`config.mk`:
```
export PLATFORM = sky130hd
export DESIGN_NAME = bus_frame_receiver
export DESIGN_NICKNAME = d
export VERILOG_FILES = /design/src/rtl/bus_frame_receiver.sv
export SDC_FILE = /design/constraint.sdc
export NUM_CORES = 1
export LEC_CHECK = 0
export CORE_UTILIZATION = 55
export DETAILED_ROUTE_END_ITERATION = 7
export PLACE_DENSITY = 0.76
export SYNTH_ARGS = -nofsm -noshare
export SYNTH_HDL_FRONTEND = slang
export SYNTH_SLANG_ARGS = --single-unit
```
`constraint.sdc`:
```
create_clock -name clock -period 2.7 [get_ports clock]
set_clock_uncertainty 0.15 [all_clocks]
set_input_delay 0.405 -clock clock [delete_from_list [all_inputs] [get_ports clock]]
set_output_delay 0.405 -clock clock [all_outputs]
set_load 0.05 [all_outputs]
```
`src/rtl/bus_frame_receiver.sv`:
```
// bus_frame_receiver
//   Serial frame receiver for a shared single-wire bus. It samples one bit per
//   clock and checks each frame's CRC-4 and stop bit. Frames that pass the
//   address filter are presented on a valid/ready holding register.
//
//   Frame layout, in bus order with every field MSB first:
//     start(0) | src[3:0] | dst[3:0] | mod[1:0] | data[63:0] | crc[3:0] | stop(1)
//
// Ports
//   clock      : system clock; all state changes on the rising edge
//   reset_n    : asynchronous active-low reset
//   busIn      : sampled serial bus, idle level 1
//   myAddr     : this node's address, latched when the header completes
//   rxData     : payload of the last accepted frame
//   rxSrc      : sender address of the last accepted frame
//   rxMod      : mode field of the last accepted frame
//   rxValid    : rxData/rxSrc/rxMod hold an accepted frame
//   rxReady    : consumer takes the held frame when rxValid is 1
//   crcError   : one-cycle pulse when a frame's CRC mismatches
//   frameError : one-cycle pulse when a frame's stop bit is 0
//   overflow   : sticky; an accepted frame was lost because the holding
//                register was full
module bus_frame_receiver #(
  parameter int FRAME_BITS = 80
) (
  input  logic        clock,
  input  logic        reset_n,
  input  logic        busIn,
  input  logic [3:0]  myAddr,
  output logic [63:0] rxData,
  output logic [3:0]  rxSrc,
  output logic [1:0]  rxMod,
  output logic        rxValid,
  input  logic        rxReady,
  output logic        crcError,
  output logic        frameError,
  output logic        overflow
);

  // Bits between the start and stop bits, and how many of those the CRC covers.
  localparam int SHIFT_BITS   = FRAME_BITS - 2;
  localparam int COVERED_BITS = SHIFT_BITS - 4;
  localparam logic [6:0] LAST_BIT  = 7'(SHIFT_BITS - 1);
  localparam logic [6:0] CRC_LIMIT = 7'(COVERED_BITS);
  // The header (src, dst, mod) is complete when bit index 9 is shifted in.
  localparam logic [6:0] HDR_LAST  = 7'd9;

  typedef enum logic [1:0] {WAIT_IDLE, IDLE, SHIFT, STOP} state_t;

  state_t                  state;
  logic [6:0]              bit_count;
  logic [3:0]              crc;
  logic [SHIFT_BITS-1:0]   shift_reg;
  logic [3:0]              node_addr;

  // Fields of the frame as they sit in the shift register once in STOP.
  logic [3:0]  frame_src;
  logic [3:0]  frame_dst;
  logic [1:0]  frame_mod;
  logic [63:0] frame_data;
  logic [3:0]  frame_crc;
  logic        addr_ok;
  logic        crc_fb;
  logic [3:0]  crc_step;

  assign frame_src  = shift_reg[77:74];
  assign frame_dst  = shift_reg[73:70];
  assign frame_mod  = shift_reg[69:68];
  assign frame_data = shift_reg[67:4];
  assign frame_crc  = shift_reg[3:0];

  // Own frames are never accepted. Mode 0 is unicast and mode 1 is broadcast.
  // Modes 2 and 3 are reserved and dropped.
  assign addr_ok = (frame_src != node_addr) &&
                   (((frame_mod == 2'd0) && (frame_dst == node_addr)) ||
                    (frame_mod == 2'd1));

  // Serial CRC-4 over x^4 + x + 1, MSB first.
  assign crc_fb   = crc[3] ^ busIn;
  assign crc_step = {crc[2:0], 1'b0} ^ (crc_fb ? 4'h3 : 4'h0);

  always_ff @(posedge clock or negedge reset_n) begin
    if (!reset_n) begin
      state      <= WAIT_IDLE;
      bit_count  <= '0;
      crc        <= '0;
      shift_reg  <= '0;
      node_addr  <= '0;
      rxData     <= '0;
      rxSrc      <= '0;
      rxMod      <= '0;
      rxValid    <= 1'b0;
      crcError   <= 1'b0;
      frameError <= 1'b0;
      overflow   <= 1'b0;
    end else begin
      crcError   <= 1'b0;
      frameError <= 1'b0;

      // Consumer handshake. A frame loaded in STOP below overrides this.
      if (rxValid && rxReady) begin
        rxValid <= 1'b0;
      end

      case (state)
        WAIT_IDLE: begin
          if (busIn) begin
            state <= IDLE;
          end
        end

        IDLE: begin
          if (!busIn) begin
            state     <= SHIFT;
            bit_count <= '0;
            crc       <= '0;
          end
        end

        SHIFT: begin
          shift_reg <= {shift_reg[SHIFT_BITS-2:0], busIn};
          bit_count <= bit_count + 7'd1;
          if (bit_count < CRC_LIMIT) begin
            crc <= crc_step;
          end
          if (bit_count == HDR_LAST) begin
            node_addr <= myAddr;
          end
          if (bit_count == LAST_BIT) begin
            state <= STOP;
          end
        end

        STOP: begin
          if (!busIn) begin
            frameError <= 1'b1;
            state      <= WAIT_IDLE;
          end else begin
            state <= IDLE;
            if (frame_crc != crc) begin
              crcError <= 1'b1;
            end else if (addr_ok) begin
              // Load when the register is empty or is being emptied this
              // same cycle. Otherwise the new frame is lost.
              if (!rxValid || rxReady) begin
                rxData  <= frame_data;
                rxSrc   <= frame_src;
                rxMod   <= frame_mod;
                rxValid <= 1'b1;
              end else begin
                overflow <= 1'b1;
              end
            end
          end
        end

        default: state <= WAIT_IDLE;
      endcase
    end
  end

endmodule
```
==> metrics.yaml, run 1 <==
run_status:
  status: "finished, final reports clean"
global_route:
  grt_max_degree: 71
  grt_usage: 0.197
  grt_pass1_wl_um: 19500
  antenna_found_initial: 0
  grt_pass1_vias: 3729
  gr-total-overflow: 0
worst_hold_path:
  hp-class: "register to register"
sta:
  rsz0062_at_grt: "no"
  setup_violations: 0
  maxSlewHeadroom: 0.601
  fin_crit_ns: 2.23
  max_freq_ghz: 0.449
  timing.final.hold_violations: 0
  timing.final.crit_share: 0.824
  slew_viol_final: 0
  whs_ns: 0.328
  final.setup.tns_ns: 0
  tightest_slew_ns: 0.599
die:
  initial_core_util: 0.572
  core_sq_mm: 0.0122
  die_area_sq_mm: 0.0132
  row_count: 40
  die_h_um: 115
  die-width_um: 115
  ioPinCount: 82
critical_path:
  path_cells: "ha_1, nand2_1, nor3b_1, nand4_4, buf_12, mux2_4"
  critPathMaxFanout: 70
  cpMaxStageDelayCell: "dfrtp_1"
  crit_buf_inv: 1
  path_delay_family: "simple AND/OR/NAND/NOR gates"
  r2r_slack_ns: 0.47
  cp_slowest_stage_delay_ns: 0.43
  crit_arrival_ns: 2.38
  path_class: "register to register"
  startpoint_type: "register"
  critPathRequiredTime_ns: 2.85
  end_kind: "register"
yosys:
  ys_ff_latch: 169
  yosysSeqAreaShare: 0.605
  syn_inst: 431
  syn_area_sq_mm: 0.00699
  avgSynthCellArea_sq_um: 16.2
  syn-num-nets: 446
  synth.distinct_cells: 32
  ys_warn_count: 0
pwr:
  p_int_uw: 4710
  clockPowerShare: 0.365
  total_power_uw: 6440
  p_seq_frac: 0.451
  leakage_uw: 0.00430
  power.density_mw_per_mm2: 750
  combPwrFrac: 0.185
  p_switching_uw: 1730
  netSwitchingFraction: 0.269
  vdd_ir_drop_max_mv: 0.509
cells_and_area:
  largest_reg_flops: 78
  final_common_cell: "dfrtp_1"
  diodes: 0
  layout_common_cells: "dfrtp_1 (169), mux2_2 (85), clkdlybuf4s50_1 (80)"
  layout-drive-gt1-share: 0.366
  syn2layout_area_growth_pct: 22.8
  nets: 539
drt:
  vias: 3663
  drt_iter0_drc: 208
  via_per_inst: 5.20
  drt-wirelength-per-cell_um: 16.5
  drt-pass1-iter-count: 4
  drcViolationCount: 0
  drt-total-wl_um: 11600
  ant_nets: 0
clock_network:
  clockBufferDepth: 2
  clock_tree.root_cell: "clkbuf_16"
  clock_latency_ns: 0.42
  cts_tree: "yes"
  path_clk_slew_ns: 0.06
  cts.sinks: 169
  cts_max_level: 4
  hold_buffers: 1
  cts_buffers: 17
  cts_resized: 0
  cts_setup_buffers: 0
placed_design:
  dp_hpwl_um: 7500
  portBuffers: 81
  gp_congestion: 0.764
flow_run:
  cap_violations: 0
power groups by stage:
| stage | combinational (uW) | clock, uW | sequential [uW] |
|---|---|---|---|
| floorplan | 867 | 0 | 2940 |
| global placement | 1160 | 0 | 2930 |
| detailed placement | 1200 | 0 | 2940 |
| CTS | 1210 | 2400 | 2900 |
| global route | 1320 | 2510 | 2930 |
| finish | 1190 | 2350 | 2900 |
worst paths after layout:
check                          from         end  depth (start not counted)
min in group asynchronous   reset_n  rxData[57]                          2
max in group asynchronous   reset_n   rxData[1]                          3
max reg2reg                state[1]  rxData[37]                          6
min reg2reg                overflow    overflow                          1
min                        overflow    overflow                          1
max                        state[1]  rxData[37]                          6
through the flow:
stage               setup slack [ns]  utilization  cells  area, sq um
finish                         0.474        0.703    704         8580
global route                   0.368        0.703    704         8580
CTS                            0.471        0.703    704         8580
detailed placement             0.221        0.655    672         8000
global placement               0.235        0.655    672         8000
floorplan                      0.675            -    431         6990
Yosys cell counts:
cell type / n / area, sq um
nand2b_1: 2 / 12.5
nand4_4: 1 / 21.3
ha_1: 7 / 87.6
and2_1: 3 / 18.8
a2111oi_0: 1 / 8.76
mux2i_1: 5 / 50.1
o21bai_1: 1 / 7.51
mux2_4: 69 / 1040
nor4_4: 1 / 21.3
xnor2_1: 9 / 78.8
o21ai_0: 5 / 25.0
nand3_1: 4 / 20.0
mux2_2: 85 / 957
buf_6: 7 / 78.8
xor2_1: 5 / 43.8
nand4_1: 5 / 31.3
o22a_1: 1 / 8.76
a211o_1: 1 / 8.76
nor2_1: 6 / 22.5
nand3b_1: 1 / 7.51
and2b_1: 2 / 15.0
inv_1: 7 / 26.3
a31oi_1: 1 / 6.26
clkbuf_1: 9 / 33.8
dfrtp_1: 169 / 4230
nor4bb_1: 1 / 10.0
nor3b_1: 1 / 7.51
o21ai_1: 1 / 5.00
nand2_1: 14 / 52.6
a22o_1: 5 / 43.8
buf_2: 1 / 5.00
a41o_1: 1 / 10.0
per-layer routing:
metal | vias to the layer above | routed length, um | track usage
met5 | - | 0 | 0
met4 | 0 | 141 | 0.0805
met3 | 14 | 390 | 0.0501
met2 | 60 | 5580 | 0.294
met1 | 1880 | 5480 | 0.279
li1 | 1709 | - | -
area by class of cell:
class / count / area, sq um
Sequential cell: 169 / 4230
Multi-Input combinational cell: 238 / 2630
Clock inverter: 9 / 97.6
Fill cell: 850 / 3630
Tap cell: 168 / 210
Timing Repair Buffer: 91 / 915
Clock buffer: 22 / 474
Inverter: 7 / 26.3
worst register-to-register path, delay by kind of cell, from the launching register on:
family,cells,cell delay [ns]
AND/OR/NAND/NOR,3,0.61
flip-flops,1,0.43
multiplexers,1,0.42
buffers and inverters,1,0.28
adder cells (fa/ha/maj),1,0.21
cell families (layout without fill, tap and decap cells):
family          after synthesis  in the layout  synth area share
fa+ha+maj                     7              7            0.0125
simple gates                 41             41            0.0344
flops                       169            169             0.605
xor+xnor                     14             14            0.0175
compound gates               17             17            0.0177
mux                         159            159             0.292
buf+inv                      24            129            0.0206
(Power assumes the default switching activity.)
==> run 2, diff against run 1 <==
CORE_UTILIZATION = 50   (was 55)
PLACE_DENSITY = 0.72   (was 0.76)
clock period = 1.9 ns   (was 2.7 ns; I/O delays follow)
==> run 2 against run 1 <==
Against the previous run: the run now ends with setup timing left; fmax increased by 10%; final cell count increased by 4.0%; flip-flop and latch count unchanged; worst hold slack got worse by 0.10 ns; clock-buffer cell count increased by 1; die area increased by 9.8%; sequential share of layout area decreased by 0.36 points; critical path type unchanged; critical endpoint is now rxData[41]; sequential power increased by 41%.
==> metrics.yaml, run 2 (same netlist as run 1, synthesis figures left out) <==
critical_path:
  r2r_slack_ns: -0.12  # was 0.47 ns
  critPathRequiredTime_ns: 2.05  # was 2.85 ns
  path_class: "register to register"  # unchanged
  path_cells: "xor2_1, nor4_4, nand4_4, buf_12, mux2_4"  # was ha_1, nand2_1, nor3b_1, nand4_4, buf_12, mux2_4
  end_kind: "register"  # unchanged
  reg2reg_from: "crc[1]"  # was state[1]
  reg2regPathDepth: 5  # was 6
  rr_endpoint: "rxData[41]"  # was rxData[37]
  crit_arrival_ns: 2.18  # was 2.38 ns
  cpMaxStageDelayCell: "nor4_4"  # was dfrtp_1
  critPathMaxFanout: 39  # was 70
  startpoint_type: "register"  # unchanged
  crit_buf_inv: 1  # unchanged
  cp_slowest_stage_delay_ns: 0.40  # was 0.43 ns
  path_delay_family: "simple AND/OR/NAND/NOR gates"  # unchanged
run_status:
  violations: "setup timing"
  status: "finished with violations"  # was finished, final reports clean
cells_and_area:
  nets: 559  # was 539
  syn2layout_area_growth_pct: 23.7  # was 22.8%
  fin_area_sq_mm: 0.00865  # was 0.00858 sq mm
  ff_latch_area_sq_mm: 0.00423  # about the same
  layout_common_cells: "dfrtp_1 (168), buf_4 (94), mux2_2 (85)"  # was dfrtp_1 (169), mux2_2 (85), clkdlybuf4s50_1 (80)
  final_common_cell: "dfrtp_1"  # unchanged
  layout-drive-gt1-share: 0.531  # was 0.366
  fin_cells: 732  # was 704
  fin_util: 0.643  # was 0.703
  multi_input_area_sq_mm: 0.00264  # was 0.00263 sq mm
  diodes: 0  # unchanged
  fillers: 1002  # was 850
  largest_reg_flops: 78  # unchanged
die:
  core_sq_mm: 0.0135  # was 0.0122 sq mm
  row_count: 42  # was 40
  die_area_sq_mm: 0.0145  # was 0.0132 sq mm
  ioPinCount: 82  # unchanged
  die-width_um: 120  # was 115 um
  die_h_um: 120  # was 115 um
  initial_core_util: 0.520  # was 0.572
sta:
  timing.final.hold_violations: 0  # unchanged
  max_freq_ghz: 0.495  # was 0.449 GHz
  setup_violations: 69  # was 0
  fin_crit_ns: 2.02  # was 2.23 ns
  setup_slack_ns: -0.122  # was 0.474 ns
  slew_viol_final: 0  # unchanged
  rsz0062_at_grt: "yes"  # was no
  maxSlewHeadroom: 0.676  # was 0.601
  timing.final.crit_share: 1.06  # was 0.824
  tightest_slew_ns: 0.486  # was 0.599 ns
clock_network:
  cts_buffers: 17  # unchanged
  cts_max_level: 4  # unchanged
  clock_tree.root_cell: "clkbuf_16"  # unchanged
  cts_setup_buffers: 0  # unchanged
  clock_latency_ns: 0.42  # about the same
  path_clk_slew_ns: 0.06  # about the same
  cts_tree: "yes"  # unchanged
  cts.sinks: 169  # unchanged
  clockBufferDepth: 2  # unchanged
pwr:
  vdd_ir_drop_max_mv: 0.644  # was 0.509 mV
  p_int_uw: 6840  # was 4710 uW
  leakage_uw: 0.00458  # was 0.00430 uW
  netSwitchingFraction: 0.272  # was 0.269
  clockPowerShare: 0.344  # was 0.365
  p_seq_frac: 0.437  # was 0.451
  total_power_uw: 9390  # was 6440 uW
  combPwrFrac: 0.220  # was 0.185
  power.density_mw_per_mm2: 1090  # was 750 mW/mm^2
  p_switching_uw: 2550  # was 1730 uW
global_route:
  grt_max_degree: 47  # was 71
  gr-total-overflow: 0  # unchanged
  grt_util_met3: 0.0509  # was 0.0501
  grt_pass1_wl_um: 19700  # was 19500 um
  grt_pass1_vias: 3816  # was 3729
  use_met2: 0.272  # was 0.294
  busiest_layer: "met2"  # unchanged
  grt_use_met1: 0.248  # was 0.279
  grt_usage: 0.180  # was 0.197
  antenna_found_initial: 0  # unchanged
placed_design:
  place_ws_ns: -0.225  # was 0.221 ns
  gp_congestion: 0.744  # was 0.764
  portBuffers: 81  # unchanged
  placedCellCount: 699  # was 672
  dp_hpwl_um: 7810  # was 7500 um
  placed_area_sq_mm: 0.00805  # was 0.00800 sq mm
drt:
  vias: 3716  # was 3663
  ant_nets: 0  # unchanged
  drt-pass1-iter-count: 4  # unchanged
  via_per_inst: 5.08  # was 5.20
  drt-total-wl_um: 11800  # was 11600 um
  drt_iter0_drc: 192  # was 208
  drt-wirelength-per-cell_um: 16.1  # was 16.5 um
  drcViolationCount: 0  # unchanged
worst_hold_path:
  hp-class: "input port to async pin"  # was register to register
flow_run:
  cap_violations: 0  # unchanged
## run 2: worst max path at each step
stage | depth (start not counted) | to | start | slack [ns]
4_1_cts | 5 | rxData[41] | crc[0] | -0.11
2_1_floorplan | 5 | shift_reg[10] | state[0] | -0.02
5_1_grt | 5 | rxData[41] | crc[0] | -0.18
3_3_place_gp | 6 | rxData[45] | rxReady | -0.23
6_report | 5 | rxData[41] | crc[1] | -0.12
3_5_place_dp | 6 | rxData[30] | rxReady | -0.23
## run 2: what timing repair did
item,CTS,global route
gates resized for setup,0,4
endpoints found under the hold margin,40,0
setup endpoints to repair,69,103
hold buffers,1,0
cloned,0,1
## run 2: area by class of cell
type,instances,area share
timing repair buffer,111,0.112
sequential,169,0.489
multi-input combinational,238,0.305
clock inverter,8,0.00810
clock buffer,23,0.0564
tap,176,0.0255
inverter,7,0.00304
## run 2: power groups by stage
stage	clock network (uW)	registers (uW)	logic (uW)
floorplan	0	4180	1240
global placement	0	4150	1910
detailed placement	0	4160	1980
CTS	3300	4100	2000
global route	3470	4140	2240
finish	3230	4100	2060
## run 2: per-layer routing
metal | vias up | wire length (um)
met5 | - | 0
met4 | 0 | 171
met3 | 16 | 403
met2 | 68 | 5660
met1 | 1878 | 5570
li1 | 1754 | -
## run 2: worst register-to-register path, stage by stage (launching register included)
cell     delay (ns)
dfrtp_1        0.38
xor2_1         0.18
nor4_4         0.40
nand4_4        0.17
buf_12         0.23
mux2_4         0.39
## run 2: stage by stage
| step | TNS, ns | hold slack [ns] |
|---|---|---|
| after floorplan | -1.31 | -0.161 |
| after global placement | -14.66 | 0.109 |
| after detailed placement | -14.38 | 0.105 |
| after CTS | -5.93 | 0.228 |
| after global routing | -10.55 | 0.239 |
| final | -6.03 | 0.223 |
==> RTL edit 1 (config.mk and constraints of run 2) <==
`FRAME_BITS`: 80 -> 84.
--- a/src/rtl/bus_frame_receiver.sv
+++ b/src/rtl/bus_frame_receiver.sv
@@ -21,7 +21,7 @@
 //   overflow   : sticky; an accepted frame was lost because the holding
 //                register was full
 module bus_frame_receiver #(
-  parameter int FRAME_BITS = 80
+  parameter int FRAME_BITS = 84
 ) (
   input  logic        clock,
   input  logic        reset_n,
Function: same outputs for any inputs over 10 cycles, from zero or initial values and one cycle with reset_n low; that may be too few to reach the edited logic, so the function may still have changed.
==> RTL edit 1 against run 2 <==
- the flow still finishes with violations (negative setup slack)
- worst setup slack got worse by 0.028 ns
- synthesized area barely moved
- clock power rose by 16%
- count of clock-buffer cells in the layout fell by 5
- routed wire length rose by 2.2%
- synthesized cell count rose by 0.23%
- cell area rose by 2.8%
- hold slack got worse by 0.029 ns
- first-iteration DRC count fell by 6.3%
- power rose by 6.8%
- via count rose by 2.9%
- sequential cell count did not move
- largest cell class unchanged
- largest power group unchanged
- highest routed layer unchanged
==> RTL edit 1: results (changes against run 2) <==
* Worst Slack Setup Final at -0.1495 ns (-0.02760 ns)
* Arr. time, crit path at 2.21 ns (+0.03 ns)
* Max Used Layer: met4
* Synth Area in Adders at 0.01252 (about the same)
* Total power at 10.03 mW (+6.8%)
* Post-synthesis mux area share at 0.2848 (-0.007491)
* Largest net degree at the start of global routing at 55 (+17%)
* Leak at 4.684 nW (+2.4%)
* Mapped Nets at 447 (+0.22%)
* DR vias/cell at 5.132 (+1.1%)
* Post-layout net count at 571 (+2.1%)
* Internal power at 7.365 mW (+7.7%)
* Dpl cell area at 0.008069 sq mm (+0.25%)
* First-pass GRT wire length at 19640 um (-0.56%)
* Buffer count from post-CTS setup fixing at 2 (+2)
* Crit-path max cell delay at 0.44 ns (+0.04 ns)
* Placed cells at 703 (+0.57%)
* Metal1 wirelength at 5655 um (+1.5%)
* GRT Util Overall at 0.1779 (-0.001627)
* Met3 GRT Util at 0.05000 (-0.0009434)
* Worst-path fanout max at 44 (+13%)
* Fraction of layout cells with a size suffix above 1 at 0.5571 (+0.02654)
* Synth Area in Compound Gates at 0.02397 (+0.006252)
* Post-DP HPWL at 7716 um (-1.1%)
* Yosys cell types at 37 (+16%)
* WL met3 at 433 um (+7.4%)
* CP max stage cell: dfrtp_1
* Total Wirelength at 12070 um (+2.2%)
* Synthesized area per cell at 16.19 sq um (-0.18%)
* Initial drt markers at 180 (-6.3%)
* Most common library cells after synthesis: dfrtp_1, mux2_2, mux2_4
* Sequential fraction of design power at 0.403 (-0.034)
* M2 GR Usage at 0.2593 (-0.01293)
* Synth Area in XOR/XNOR at 0.01753 (about the same)
* R2R depth at 6 (+1)
* Comb. pwr at 2.24 mW (+9%)
* Worst slew margin at 0.7341 (+0.05835)
* # setup viols final at 69 (unchanged)
* Root buf cell: clkbuf_16
* Worst slack, placed at -0.3089 ns (-0.08347 ns)
* Via count at 3823 (+2.9%)
* GP Congestion at 0.7374 (-0.83%)
* Violated checks: negative setup slack
* Sequential area share after synthesis at 0.6047 (about the same)
* CTS resizes at 1 (+1)
* Met1 usage at 0.2507 (+0.003129)
* Top post-synthesis cells by area: dfrtp_1, mux2_4, mux2_2
* Worst VDD drop at 907.0 uV (+41%)
* Outcome: complete, but fails checks
* WL met2 at 5804 um (+2.6%)
==> RTL edit 1: final timing paths <==
kind / slack, ns / end / from
setup / recovery: -0.15 / rxData[36] / state[0]
hold / removal: 0.19 / rxData[54] / reset_n
setup reg to reg: -0.15 / rxData[36] / state[0]
hold reg to reg: 0.34 / rxMod[1] / rxMod[1]
max in group asynchronous: 0.81 / rxValid / reset_n
min in group clock: 0.32 / node_addr[1] / myAddr[1]
==> RTL edit 1: through the flow <==
stage / util / TNS (ns)
finish: 0.6608 / -8.194
global route: 0.6608 / -12.10
CTS: 0.6499 / -4.810
detailed placement: 0.5998 / -20.31
global placement: 0.5998 / -19.05
floorplan: - / 0
==> RTL edit 1: cell type report <==
cell class / instances / area, sq um
Timing Repair Buffer: 124 / 1085
Tap cell: 176 / 220.2
Multi-Input combinational cell: 241 / 2691
Inverter: 3 / 13.76
Clock buffer: 18 / 429.2
Sequential cell: 169 / 4230
Clock inverter: 14 / 220.2
Fill cell: 949 / 4563
==> RTL edit 2 (settings of run 2) <==
Without the edit above. The 4 states of `state_t` get a Gray code encoding in 2 bits.
--- a/src/rtl/bus_frame_receiver.sv
+++ b/src/rtl/bus_frame_receiver.sv
@@ -45,7 +45,7 @@
   // The header (src, dst, mod) is complete when bit index 9 is shifted in.
   localparam logic [6:0] HDR_LAST  = 7'd9;
 
-  typedef enum logic [1:0] {WAIT_IDLE, IDLE, SHIFT, STOP} state_t;
+  typedef enum logic [1:0] {WAIT_IDLE = 2'b00, IDLE = 2'b01, SHIFT = 2'b11, STOP = 2'b10} state_t;
 
   state_t                  state;
   logic [6:0]              bit_count;
Check against the original RTL: same outputs for any inputs over 10 cycles, from zero or initial values and one cycle with reset_n low; not proved beyond that.
==> RTL edit 2 against run 2 <==
- highest routed layer unchanged
- largest power group unchanged
- sequential share of layout area rose by 0.95 points
- maximum frequency is 2.5% higher
- sequential cell count unchanged
- global-route usage up 1.7 points
- synthesized area decreased by 2.0%
- largest cell class unchanged
- power is 6.7% higher
- cell area down 1.9%
- count of clock-buffer cells in the layout shrank 3
- the flow still finishes with violations (negative setup slack)
- routed wire length up 7.0%
- critical path type unchanged
- worst setup slack improved by 0.050 ns
- critical path depth is the same
==> RTL edit 2: results (changes against run 2) <==
* Outcome: complete, but fails checks
* Violated checks: negative setup slack
* Dominant synthesized flop cell: dfrtp_1
* Yosys cell types at 34 (+6.3%)
* GP Congestion at 0.7359 (-1.0%)
* First-pass GRT wire length at 21710 um (+10%)
* Placed cells at 832 (+19%)
* Largest net degree at the start of global routing at 80 (+70%)
* Worst Slack Setup Final at -0.07231 ns (+0.04955 ns)
* Post-DP HPWL at 7961 um (+2.0%)
* Leak at 4.660 nW (+1.8%)
* Most common library cells after synthesis: nand2_1, dfrtp_1, mux2_4
* Worst-path fanout max at 42 (+7.7%)
* Sequential area share after synthesis at 0.6172 (+0.01226)
* Fraction of layout cells with a size suffix above 1 at 0.3111 (-0.2194)
* GRT Util Overall at 0.1968 (+0.01725)
* Mapped Nets at 584 (+31%)
* Worst VDD drop at 598.0 uV (-7.1%)
* Average wire per standard cell at 14.57 um (-9.6%)
* Worst slack, placed at -0.3064 ns (-0.08097 ns)
* DR vias/cell at 4.922 (-3.1%)
* Top post-synthesis cells by area: dfrtp_1, mux2_4, nand2_1
* Worst slew margin at 0.5996 (-0.07616)
* # setup viols final at 69 (unchanged)
* Mapped Cells at 574 (+33%)
* Arr. time, crit path at 2.12 ns (-0.06 ns)
-- RTL edit 2: cell types whose count changed after synthesis, sizes merged, moves of 4 or more --
| cell | delta |
|---|---|
| clkbuf | +8 |
| nand2 | +225 |
| mux2i | -5 |
| ha | -5 |
| o21ai | +4 |
| inv | -4 |
| mux2 | -81 |
-- RTL edit 2: layer usage --
| layer | vias to the layer above | routed length [um] | global-route usage | part of all wire |
|---|---|---|---|---|
| met4 | 0 | 144 | 0.06804 | 0.011 |
| met5 | - | 0 | 0 | 0 |
| li1 | 2073 | - | - | - |
| met2 | 93 | 5964 | 0.3034 | 0.47 |
| met3 | 12 | 525 | 0.05747 | 0.042 |
| met1 | 2089 | 6000 | 0.2663 | 0.47 |
-- RTL edit 2: stage by stage --
stage / power [mW] / setup TNS (ns) / instance area (sq um) / utilization
after floorplan: 5.832 / 0 / 6853 / -
after global placement: 6.325 / -19.11 / 7826 / 0.5887
after detailed placement: 6.463 / -19.68 / 7826 / 0.5887
after CTS: 10.10 / -4.388 / 8472 / 0.6372
after global routing: 10.60 / -7.715 / 8483 / 0.6381
final: 10.01 / -3.006 / 8483 / 0.6381
-- RTL edit 2: repair_timing --
action / in CTS / in global routing
buffers inserted: 1 / 1
endpoints found under the hold margin: 118 / 0
hold buffers: 1 / 0
endpoints found under the setup margin: 69 / 79
resized for setup: 0 / 1
-- RTL edit 2: final cells by class --
cell class / count / area [sq um]
well taps: 176 / 220.2
repair buffers: 110 / 925.9
flip-flops and latches: 169 / 4230
inverters: 3 / 11.26
clock buffers: 20 / 466.7
clock inverters: 12 / 161.4
fillers: 1027 / 4812
multi-input cells: 377 / 2467
-- RTL edit 2: worst max-delay path: stages, from the launching register on --
cell     delay (ns)
dfrtp_1        0.39
xor2_1         0.19
nor4_4         0.36
nand4_4        0.17
buf_12         0.24
mux2_4         0.33
-- RTL edit 2: power by group --
part / total (mW) / switching, mW / leakage [nW] / internal (mW)
Clock: 3.60 / 1.41 / 0.300 / 2.19
Combinational: 1.60 / 0.895 / 2.11 / 0.705
Sequential: 4.81 / 0.564 / 2.24 / 4.25
-- RTL edit 2: logic make-up (layout without fill, tap and decap cells) --
family,after synthesis,after routing,synth area share
simple gates,266,266,0.1587
compound gates,21,21,0.02027
mux,73,73,0.1578
flops,169,169,0.6172
xor+xnor,15,15,0.01918
fa+ha+maj,2,2,0.003652
buf+inv,28,145,0.02319
-- RTL edit 2: path summary, 6_finish.rpt --
path	cells past startpoint	to	start	slack [ns]
max	5	rxData[14]	crc[1]	-0.07
max in group asynchronous	3	rxValid	reset_n	0.77
max reg2reg	5	rxData[14]	crc[1]	-0.07
min in group clock	2	node_addr[2]	myAddr[2]	0.33
min reg2reg	1	rxMod[1]	rxMod[1]	0.34
min	2	shift_reg[13]	reset_n	0.21
